**src/rtl/fp32_sub_seq_pkg.sv**
```systemverilog
// fp32_sub_seq_pkg: shared widths, constants, FSM states and unpacked operand types.
package fp32_pkg;
  localparam int FRAC_W = 23;
  localparam int EXP_W = 8;
  localparam logic [EXP_W-1:0] EXP_MAX = 8'hFF;
  localparam logic [31:0] QNAN = 32'h7FC00000;
  localparam logic [31:0] POS_ZERO = 32'h0;
  localparam logic [30:0] INF_MAG = 31'h7F800000;
  typedef enum logic [2:0] {IDLE, ALIGN, ADD, NORM, DONE} state_t;
  typedef struct packed {
    logic sign;
    logic [EXP_W-1:0] exp;
    logic [FRAC_W+1:0] mant25;
    logic is_zero;
    logic is_inf;
    logic is_nan;
  } fp_unp_t;
  typedef struct packed {
    logic sign;
    logic [EXP_W-1:0] exp;
    logic [FRAC_W+1:0] mant25;
  } fp_op_t;
endpackage

```
**src/rtl/fp32_sub_seq_if.sv**
```systemverilog
// fp32_sub_seq_if: operand/result handshake bundle for the sequential subtractor.
interface fp32_sub_seq_if;
  logic in_valid;
  logic in_ready;
  logic [31:0] a;
  logic [31:0] b;
  logic out_valid;
  logic out_ready;
  logic [31:0] result;
  logic busy;
  modport master (output in_valid, a, b, out_ready, input in_ready, out_valid, result, busy);
  modport slave (input in_valid, a, b, out_ready, output in_ready, out_valid, result, busy);
endinterface

```
**src/rtl/fp32_sub_seq_unpack.sv**
```systemverilog
// fp32_unpack: splits an IEEE single into sign/exponent/25-bit mantissa with denormals flushed to zero.
module fp32_unpack
  import fp32_pkg::*;
(
  input  logic [31:0] i_word,
  output fp_unp_t     o_u
);
  logic w_exp_max;
  logic w_zero;
  assign w_exp_max = i_word[30:23] == EXP_MAX;
  assign w_zero = i_word[30:23] == '0;
  always_comb begin
    o_u.sign = i_word[31];
    o_u.exp = i_word[30:23];
    o_u.mant25 = w_zero ? '0 : {2'b01, i_word[FRAC_W-1:0]};
    o_u.is_zero = w_zero;
    o_u.is_inf = w_exp_max && i_word[FRAC_W-1:0] == '0;
    o_u.is_nan = w_exp_max && i_word[FRAC_W-1:0] != '0;
  end
endmodule

```
**src/rtl/fp32_sub_seq.sv**
```systemverilog
// fp32_sub_seq: multi-cycle truncating IEEE single subtractor computing a + (-b),
// with fixed align/add cycles and one-bit-per-cycle normalization.
module fp32_sub_seq
  import fp32_pkg::*;
(
  input logic clk,
  input logic rst,
  fp32_sub_seq_if.slave bus
);
  fp_unp_t w_ua, w_ub;
  fp_op_t r_a, r_b, w_x, w_y;
  state_t r_state, w_next;
  logic r_sign, r_eff_sub;
  logic [EXP_W-1:0] r_exp, w_diff, w_exp_inc, w_exp_dec;
  logic [FRAC_W+1:0] r_mx, r_my, r_m, w_y_sh, w_sum;
  logic [31:0] r_result, w_spec_res;
  logic w_special, w_a_big, w_norm_done;
  fp32_unpack u_unpack_a (.i_word(bus.a), .o_u(w_ua));
  fp32_unpack u_unpack_b (.i_word({~bus.b[31], bus.b[30:0]}), .o_u(w_ub));
  assign w_special = w_ua.is_nan | w_ub.is_nan | w_ua.is_inf | w_ub.is_inf | w_ua.is_zero | w_ub.is_zero;
  // Both infinite with opposite effective signs is inf - inf, hence NaN.
  assign w_spec_res = (w_ua.is_nan | w_ub.is_nan | (w_ua.is_inf & w_ub.is_inf & (w_ua.sign ^ w_ub.sign))) ? QNAN :
                      w_ua.is_inf ? {w_ua.sign, INF_MAG} :
                      w_ub.is_inf ? {w_ub.sign, INF_MAG} :
                      (w_ua.is_zero & w_ub.is_zero) ? POS_ZERO :
                      w_ua.is_zero ? {w_ub.sign, bus.b[30:0]} : bus.a;
  assign w_a_big = {r_a.exp, r_a.mant25} >= {r_b.exp, r_b.mant25};
  assign w_x = w_a_big ? r_a : r_b;
  assign w_y = w_a_big ? r_b : r_a;
  assign w_diff = w_x.exp - w_y.exp;
  assign w_y_sh = w_diff >= 8'd25 ? '0 : w_y.mant25 >> w_diff;
  assign w_sum = r_eff_sub ? r_mx - r_my : r_mx + r_my;
  assign w_exp_inc = r_exp + 8'd1;
  assign w_exp_dec = r_exp - 8'd1;
  assign w_norm_done = r_m[24] ? w_exp_inc == EXP_MAX : !r_m[23] ? w_exp_dec == '0 : 1'b1;
  assign bus.in_ready = r_state == IDLE;
  assign bus.busy = r_state != IDLE;
  assign bus.out_valid = r_state == DONE;
  assign bus.result = r_result;
  always_comb begin
    w_next = IDLE;
    case (r_state)
      IDLE:  w_next = bus.in_valid ? (w_special ? DONE : ALIGN) : IDLE;
      ALIGN: w_next = ADD;
      ADD:   w_next = w_sum == '0 ? DONE : NORM;
      NORM:  w_next = w_norm_done ? DONE : NORM;
      DONE:  w_next = bus.out_ready ? IDLE : DONE;
      default: w_next = IDLE;
    endcase
  end
  always_ff @(posedge clk) begin
    if (rst) begin
      r_state <= IDLE;
      r_result <= POS_ZERO;
      r_a <= '0;
      r_b <= '0;
      r_sign <= 1'b0;
      r_eff_sub <= 1'b0;
      r_exp <= '0;
      r_mx <= '0;
      r_my <= '0;
      r_m <= '0;
    end else begin
      r_state <= w_next;
      case (r_state)
        IDLE: if (bus.in_valid) begin
          r_a <= '{w_ua.sign, w_ua.exp, w_ua.mant25};
          r_b <= '{w_ub.sign, w_ub.exp, w_ub.mant25};
          if (w_special) r_result <= w_spec_res;
        end
        ALIGN: begin
          r_sign <= w_x.sign;
          r_exp <= w_x.exp;
          r_mx <= w_x.mant25;
          r_my <= w_y_sh;
          r_eff_sub <= r_a.sign ^ r_b.sign;
        end
        ADD: begin
          r_m <= w_sum;
          if (w_sum == '0) r_result <= POS_ZERO;
        end
        NORM: if (r_m[24]) begin
          r_m <= r_m >> 1;
          r_exp <= w_exp_inc;
          if (w_exp_inc == EXP_MAX) r_result <= {r_sign, INF_MAG};
        end else if (!r_m[23]) begin
          r_m <= r_m << 1;
          r_exp <= w_exp_dec;
          if (w_exp_dec == '0) r_result <= POS_ZERO;
        end else begin
          r_result <= {r_sign, r_exp, r_m[FRAC_W-1:0]};
        end
        default: ;
      endcase
    end
  end
endmodule

```
**src/flat_wrapper.sv**
```systemverilog
// flat-port wrapper written by rule: the top's interface ports become plain ports
module fp32_sub_seq_flat import fp32_pkg::*;
  (clk, rst, bus_in_valid, bus_a, bus_b, bus_out_ready, bus_in_ready, bus_out_valid, bus_result, bus_busy);
  fp32_sub_seq_if bus_i ();
  input logic clk;
  input logic rst;
  input wire logic [$bits(bus_i.in_valid)-1:0] bus_in_valid;
  input wire logic [$bits(bus_i.a)-1:0] bus_a;
  input wire logic [$bits(bus_i.b)-1:0] bus_b;
  input wire logic [$bits(bus_i.out_ready)-1:0] bus_out_ready;
  output wire logic [$bits(bus_i.in_ready)-1:0] bus_in_ready;
  output wire logic [$bits(bus_i.out_valid)-1:0] bus_out_valid;
  output wire logic [$bits(bus_i.result)-1:0] bus_result;
  output wire logic [$bits(bus_i.busy)-1:0] bus_busy;
  assign bus_i.in_valid = bus_in_valid;
  assign bus_i.a = bus_a;
  assign bus_i.b = bus_b;
  assign bus_i.out_ready = bus_out_ready;
  assign bus_in_ready = bus_i.in_ready;
  assign bus_out_valid = bus_i.out_valid;
  assign bus_result = bus_i.result;
  assign bus_busy = bus_i.busy;
  fp32_sub_seq u_core (.clk(clk), .rst(rst), .bus(bus_i));
endmodule
```
**config.mk**
```make
export PLATFORM = sky130hd
export DESIGN_NAME = fp32_sub_seq_flat
export DESIGN_NICKNAME = d
export VERILOG_FILES = /design/src/rtl/fp32_sub_seq_pkg.sv /design/src/rtl/fp32_sub_seq_if.sv /design/src/rtl/fp32_sub_seq_unpack.sv /design/src/rtl/fp32_sub_seq.sv /design/src/flat_wrapper.sv
export SDC_FILE = /design/constraint.sdc
export NUM_CORES = 1
export LEC_CHECK = 0
export ABC_CLOCK_PERIOD_IN_PS = 6500
export CAP_MARGIN = 25
export CELL_PAD_IN_SITES_DETAIL_PLACEMENT = 0
export CELL_PAD_IN_SITES_GLOBAL_PLACEMENT = 2
export CORE_AREA = 2 2 203 205
export DETAILED_ROUTE_END_ITERATION = 8
export DIE_AREA = 0 0 205 207
export PLACE_DENSITY = 0.83
export SLEW_MARGIN = 20
export SYNTH_ARGS = -nofsm -noshare
export SYNTH_HDL_FRONTEND = slang
export SYNTH_HIERARCHICAL = 1
export SYNTH_SLANG_ARGS = --single-unit
```
**constraint.sdc**
```tcl
create_clock -name clk -period 6.5 [get_ports clk]
set_input_delay 1.3 -clock clk [delete_from_list [all_inputs] [get_ports clk]]
set_output_delay 1.3 -clock clk [all_outputs]
set_load 0.05 [all_outputs]
```
==> summary.txt, run 1 <==
Run status
  • Status: complete, no violations

Detailed routing
  • Routed vias: 13.6k
  • DR WL/cell: 21.1 microns
  • Vias per cell: 5.76
  • DRT iter0 DRCs: 1176
  • Routed Antenna Nets: 0
  • DRT Pass-1 Iters: 5
  • Total detailed-routing wirelength: 50100 microns
  • DR DRC count: 0

Placement
  • Pre-CTS WS: 1.23 ns
  • Gpl congestion: 0.948
  • Port bufs: 102
  • Detail Placement HPWL: 38000 microns

Floorplan
  • Io pins: 103
  • Horiz. Die Dim: 205 microns
  • Row Count: 74
  • Core area: 40400 sq um
  • DIE HEIGHT: 207 microns
  • Starting Density: 34.5%
  • Die footprint: 42400 sq um

Global routing
  • GRT Resource Usage Total: 23.4%
  • Largest net degree at the start of global routing: 162
  • Initial antenna violation count: 0
  • First-pass GRT wire length: 76700 microns
  • Vias in the first global route: 12.8k
  • Gr ovfl total: 0

Worst setup path
  • CP arrival: 5.61 ns
  • CP max stage delay: 0.72 ns
  • Crit-path leading delay family: compound AO/OA/AOI/OAI gates
  • Worst R2R Start: u_core/r_my[6]$_SDFFE_PP0P_
  • Critical path class: reg -> reg
  • CP max-delay cell: nor4_1
  • Critical path startpoint: u_core/r_my[6]$_SDFFE_PP0P_
  • CP required: 6.80 ns
  • Critical path capture point type: register
  • Critical path, cell by cell: or3_1 > nor4_1 > a21oi_1 > xnor2_1 > ha_1 > inv_1 > o21bai_1 > a21oi_1 > o21ai_0 > a211oi_1 > o21ai_0 > o41ai_1 > xnor2_1 > nor4b_4 > a21o_1 > buf_4 > a211oi_1
  • Critical path startpoint category: register
  • Critical path fanouts, max: 23
  • Crit path buffers/inverters: 2

Power and ir drop
  • VDD IR-drop max: 0.205 mV
  • Tot Pwr: 5200 uW
  • Power Density: 329 nW/um^2
  • LEAKAGE: 0.00554 uW

Synthesis
  • Yosys Warn Count: 6
  • Syn Inst Count: 1829
  • Synth top area share: 27.0%
  • Largest area contributor in the netlist: dfxtp_1
  • Synth Flop Type: dfxtp_1
  • Post-synth ARST share: 0%
  • Post-synth net total: 1961
  • Syn avg cell area: 7.62 sq um
  • Synth Cell Area: 13900 sq um
  • Count of unique library cells instantiated by Yosys: 85
  • FF+latch count, synth: 188
  • EDFF count, synth: 0
  • Sequential fraction of the synthesis area: 27.0%
  • Top post-synthesis cells by area: dfxtp_1, nand2_1, a21oi_1, ha_1, mux2i_1

Final layout
  • Most frequent cells in the layout: nand2_1, a21oi_1, dfxtp_1
  • Layout area overhead: 13.4%
  • Fin util: 39.2%
  • Share of layout cells above drive strength 1: 7.29%
  • Fin nets: 1956
  • Commonest non-fill, non-tap cell in the layout: nand2_1

Job
  • Max-cap violations: 0

Clocking
  • Worst-Skew Late Latency: 0.46 ns
  • CTS Sinks: 188
  • Clock buffer depth: 2
  • CTS Hold Bufs: 0
  • Post-CTS resize count: 0
  • CTS tree: done
  • Setup repair bufs after CTS: 0
  • Clk slew on worst S/H paths: 0.08 ns
  • CTS Buf Count: 17
  • Root buf cell: clkbuf_16
  • H-tree depth: 4

Timing
  • Slew headroom: 29.3%
  • Setup violations, final: 0
  • Fmax achieved: 188 MHz
  • Final hold slack: 0.458 ns
  • RSZ-0062 raised after global routing: false
  • Final WS setup: 1.19 ns
  • Final Cycle Share: 81.6%
  • Setup TNS: 0 ns
  • Worst-Margin Slew: 1.06 ns
  • Final Hold Fails: 0
  • Final slew viol count: 0
  • Crit path time final: 5.31 ns
  • Worst Skew: 0.0139 ns

Worst hold path
  • Worst min-delay path class: reg -> reg
  • HP Start: u_core/r_b[31]$_SDFFE_PP0P_
[sequential cells by signal, summed over array words and instances, names as in the netlist]
register,cells
u_core/r_a,34
u_core/r_b,34
u_core/bus.result,32
u_core/r_m,25
u_core/r_mx,25
u_core/r_my,25
u_core/r_exp,8
u_core/r_state,3
u_core/r_eff_sub,1
u_core/r_sign,1
[metrics by stage]
step / cells / area, sq um
2_1_floorplan: 1829 / 13900
3_3_place_gp: 2337 / 15200
3_5_place_dp: 2337 / 15200
4_1_cts: 2369 / 15800
5_1_grt: 2369 / 15800
6_report: 2370 / 15800
[final timing paths]
check	slack, ns	cells after the start	to
worst max-delay path	1.19	17	u_core/bus.result[3]$_SDFFE_PP0P_
worst min-delay path	0.46	2	u_core/r_b[31]$_SDFFE_PP0P_
worst max register to register	1.19	17	u_core/bus.result[3]$_SDFFE_PP0P_
worst min register to register	0.46	2	u_core/r_b[31]$_SDFFE_PP0P_
[synth_stat cells, drive strengths merged (10+ instances only)]
cell type  number
a21oi         215
nand2b         15
nor4           27
ha             63
dfxtp         188
a211oi         82
mux2i          68
nor2b          20
nor3           42
nand4          17
inv            64
a221oi         19
o211ai         12
nor2          162
xnor2          38
and2           58
mux2           10
buf            53
o21a           13
nand2         287
o21ai          51
o22ai          11
a311oi         31
mux4           27
nand3          21
clkbuf        100
[metal layers]
layer	GRT usage, %	vias to the layer above	part of all wire [%]
met4	5.41	0	1.7
met2	38.2	392	47
li1	-	6563	-
met3	2.72	52	5.4
met1	32.8	6633	46
met5	0	-	0
[power by group]
group          switching, uW  total, uW  internal (uW)  leakage, uW
Clock                    551       1120            567     0.000303
Combinational           1680       2660            979      0.00370
Sequential               166       1420           1260      0.00153
[cell families after synthesis]
logic type / count (synthesis) / share of synthesized area [%]
other: 2 / 0.0539
AND/OR/NAND/NOR: 687 / 22.7
AO/OA/AOI/OAI: 518 / 24.6
adder cells (fa/ha/maj): 64 / 5.80
XOR/XNOR: 47 / 3.01
multiplexers: 105 / 10.1
flip-flops: 188 / 27.0
buffers and inverters: 218 / 6.75
[final cells by class]
cell class,instances,area (sq um)
fillers,4290,24600
multi-input cells,1423,9280
flip-flops and latches,188,3760
repair buffers,129,1240
well taps,532,666
clock buffers,18,439
inverters,65,244
clock inverters,14,174
diodes,1,2.50
[worst reg2reg max path: cells and delay by family (launching register included)]
kind,cells,cell delay (ns)
buffers and inverters,2,0.48
xor gates and xnor gates,2,0.43
DFF,1,0.36
adders and majority gates,1,0.30
AOI/OAI and AO/OA,9,2.07
and+or+nand+nor,3,1.51
Note: power is estimated with default switching activity, not from simulation.
==> inputs of run 2 (changes only) <==
--- a/config.mk
+++ b/config.mk
@@ -5,14 +5,14 @@
 export SDC_FILE = /design/constraint.sdc
 export NUM_CORES = 1
 export LEC_CHECK = 0
-export ABC_CLOCK_PERIOD_IN_PS = 6500
+export ABC_CLOCK_PERIOD_IN_PS = 4380
 export CAP_MARGIN = 25
 export CELL_PAD_IN_SITES_DETAIL_PLACEMENT = 0
 export CELL_PAD_IN_SITES_GLOBAL_PLACEMENT = 2
-export CORE_AREA = 2 2 203 205
+export CORE_AREA = 2 2 212 214
 export DETAILED_ROUTE_END_ITERATION = 8
-export DIE_AREA = 0 0 205 207
-export PLACE_DENSITY = 0.83
+export DIE_AREA = 0 0 214 216
+export PLACE_DENSITY = 0.8
 export SLEW_MARGIN = 20
 export SYNTH_ARGS = -nofsm -noshare
 export SYNTH_HDL_FRONTEND = slang
==> constraint.sdc (replaced) <==
create_clock -name clk -period 4.38 [get_ports clk]
set_input_delay 0.876 -clock clk [delete_from_list [all_inputs] [get_ports clk]]
set_output_delay 0.876 -clock clk [all_outputs]
set_load 0.05 [all_outputs]
==> run 2 against run 1 <==
The run now ends with setup timing left; sequential cell count unchanged; worst hold slack improved by 0.0059 ns; non-clock buffer count up 225; via count increased by 6.5%; die area up 8.9%; global-route usage decreased by 0.81 points; routed wire length up 8.2%; worst setup slack lost 1.2 ns; largest cell class unchanged; highest routed layer unchanged.
==> summary.txt, run 2 (synthesis results as in run 1) <==
Final layout
  • Fin nets: 2181
  • Final Cell Area: 18500 sq um
  • Share of layout cells above drive strength 1: 23.1%
  • Most frequent cells in the layout: nand2_1, buf_4, a21oi_1
  • Layout area overhead: 32.4%
  • Diodes inserted: 0
  • Commonest non-fill, non-tap cell in the layout: nand2_1

Worst setup path
  • Critical path fanouts, max: 16
  • CP arrival: 4.72 ns
  • Critical path, cell by cell: or3_4 > nor4_2 > buf_4 > a21oi_2 > xnor2_1 > ha_1 > inv_2 > o21bai_1 > a21oi_1 > o21ai_2 > a2111o_1 > and3_4 > a2111oi_4 > buf_4 > o211ai_1 > nor4b_4 > buf_6 > a21o_4 > clkbuf_16 > a211oi_1
  • Critical path startpoint category: register
  • Cell mode on critical path: buf_4
  • CP max-delay cell: or3_4
  • Critical path class: reg -> reg
  • Critical path capture point type: register
  • CP max stage delay: 0.41 ns
  • CP required: 4.71 ns

Detailed routing
  • DR DRC count: 0
  • Routed vias: 14.5k
  • DR WL/cell: 20.4 microns
  • Routed Antenna Nets: 0
  • DRT iter0 DRCs: 1198
  • Vias per cell: 5.47
  • DRT Pass-1 Iters: 5
  • Total detailed-routing wirelength: 54200 microns

Placement
  • Dpl cell area: 17100 sq um
  • Port bufs: 102
  • Detail Placement HPWL: 41400 microns
  • Gpl congestion: 0.912

Global routing
  • Largest net degree at the start of global routing: 110
  • Gr ovfl total: 0
  • Vias in the first global route: 13.9k
  • First-pass GRT wire length: 80900 microns
  • Initial antenna violation count: 1
  • GRT Resource Usage Total: 22.5%

Floorplan
  • Core area: 43800 sq um
  • Horiz. Die Dim: 214 microns
  • Starting Density: 31.8%
  • Row Count: 77
  • Die footprint: 46200 sq um
  • DIE HEIGHT: 216 microns
  • Io pins: 103

Timing
  • Final slew viol count: 0
  • Final Cycle Share: 100%
  • Final WS setup: -0.00823 ns
  • Slew headroom: 28.8%
  • Fmax achieved: 228 MHz
  • Worst-Margin Slew: 1.07 ns
  • Crit path time final: 4.39 ns
  • Final Hold Fails: 0
  • Setup violations, final: 12
  • Worst Skew: 0.0178 ns
  • Final hold slack: 0.464 ns
  • Setup TNS: -0.0447 ns
  • RSZ-0062 raised after global routing: true

Power and ir drop
  • VDD IR-drop max: 0.247 mV
  • Clk pwr share: 18.2%
  • LEAKAGE: 0.00682 uW
  • Tot Pwr: 9290 uW
  • Power share of the sequential group: 22.4%
  • Sw frac: 43.5%
  • Switching Power: 4040 uW
  • Comb power frac: 59.4%
  • Power Density: 503 nW/um^2
  • Int Pwr: 5250 uW

Clocking
  • Clock buffer depth: 2
  • CTS Buf Count: 17
  • Root buf cell: clkbuf_16
  • CTS Hold Bufs: 0
  • Worst-Skew Late Latency: 0.47 ns
  • CTS tree: done
  • Clk slew on worst S/H paths: 0.08 ns
  • CTS Sinks: 188
  • H-tree depth: 4

Run status
  • Status: finished with violations
  • Failing checks: setup timing

Job
  • Max-cap violations: 0

Worst hold path
  • Worst min-delay path class: reg -> reg
[run 2: final timing paths]
| check | slack [ns] | depth (start not counted) | end | from |
|---|---|---|---|---|
| max reg2reg | -0.008 | 20 | u_core/bus.result[7]$_SDFFE_PP0P_ | u_core/r_my[6]$_SDFFE_PP0P_ |
| max | -0.008 | 20 | u_core/bus.result[7]$_SDFFE_PP0P_ | u_core/r_my[6]$_SDFFE_PP0P_ |
| min reg2reg | 0.46 | 2 | u_core/r_b[31]$_SDFFE_PP0P_ | u_core/r_b[31]$_SDFFE_PP0P_ |
| min | 0.46 | 2 | u_core/r_b[31]$_SDFFE_PP0P_ | u_core/r_b[31]$_SDFFE_PP0P_ |
[run 2: final cells by class]
cell class                 count  area [sq um]
sequential                   188          3780
timing repair buffer         354          3130
clock inverter                14           181
tap                          592           741
inverter                      65           244
clock buffer                  18           439
multi-input combinational   1423          9940
fill                        4491         25400
[run 2: per-layer routing]
metal / up-vias / part of all wire, % / GRT usage, % / routed length (microns)
met2: 365 / 47 / 37.4 / 25400
met3: 68 / 5.3 / 3.95 / 2880
met1: 7068 / 45 / 29.9 / 24700
met5: - / 0 / 0 / 0
met4: 0 / 2.4 / 6.64 / 1290
li1: 7021 / - / - / -
[run 2: metrics by stage]
stage,worst slack [ns],instances,utilization (%)
final,-0.00823,2654,42.1
after global routing,-0.190,2654,42.1
after CTS,-0.000929,2641,40.6
after detailed placement,-0.285,2607,38.9
after global placement,-0.250,2607,38.9
after floorplan,-0.288,1829,-
[run 2: repair_timing]
item | 4_1_cts | 5_1_grt
gates cloned | 0 | 4
setup buffers | 2 | 9
endpoints found under the setup margin | 52 | 55
resized for setup | 22 | 104
pin swaps | 12 | 42
[run 2: power groups by stage]
stage,Sequential [uW],Clock (uW),Combinational (uW)
detailed placement,2110,0,4910
CTS,2070,1730,5050
floorplan,2050,0,2880
global placement,2110,0,4890
global route,2100,1800,5950
finish,2080,1690,5510
[run 2: worst max-delay path, delay by kind of cell, from the launching register on]
| family | cells | cell delay, ns |
|---|---|---|
| AOI/OAI and AO/OA | 9 | 1.56 |
| DFF | 1 | 0.32 |
| adders and majority gates | 1 | 0.31 |
| xor gates and xnor gates | 1 | 0.12 |
| and+or+nand+nor | 4 | 1.14 |
| buffers and inverters | 5 | 0.81 |
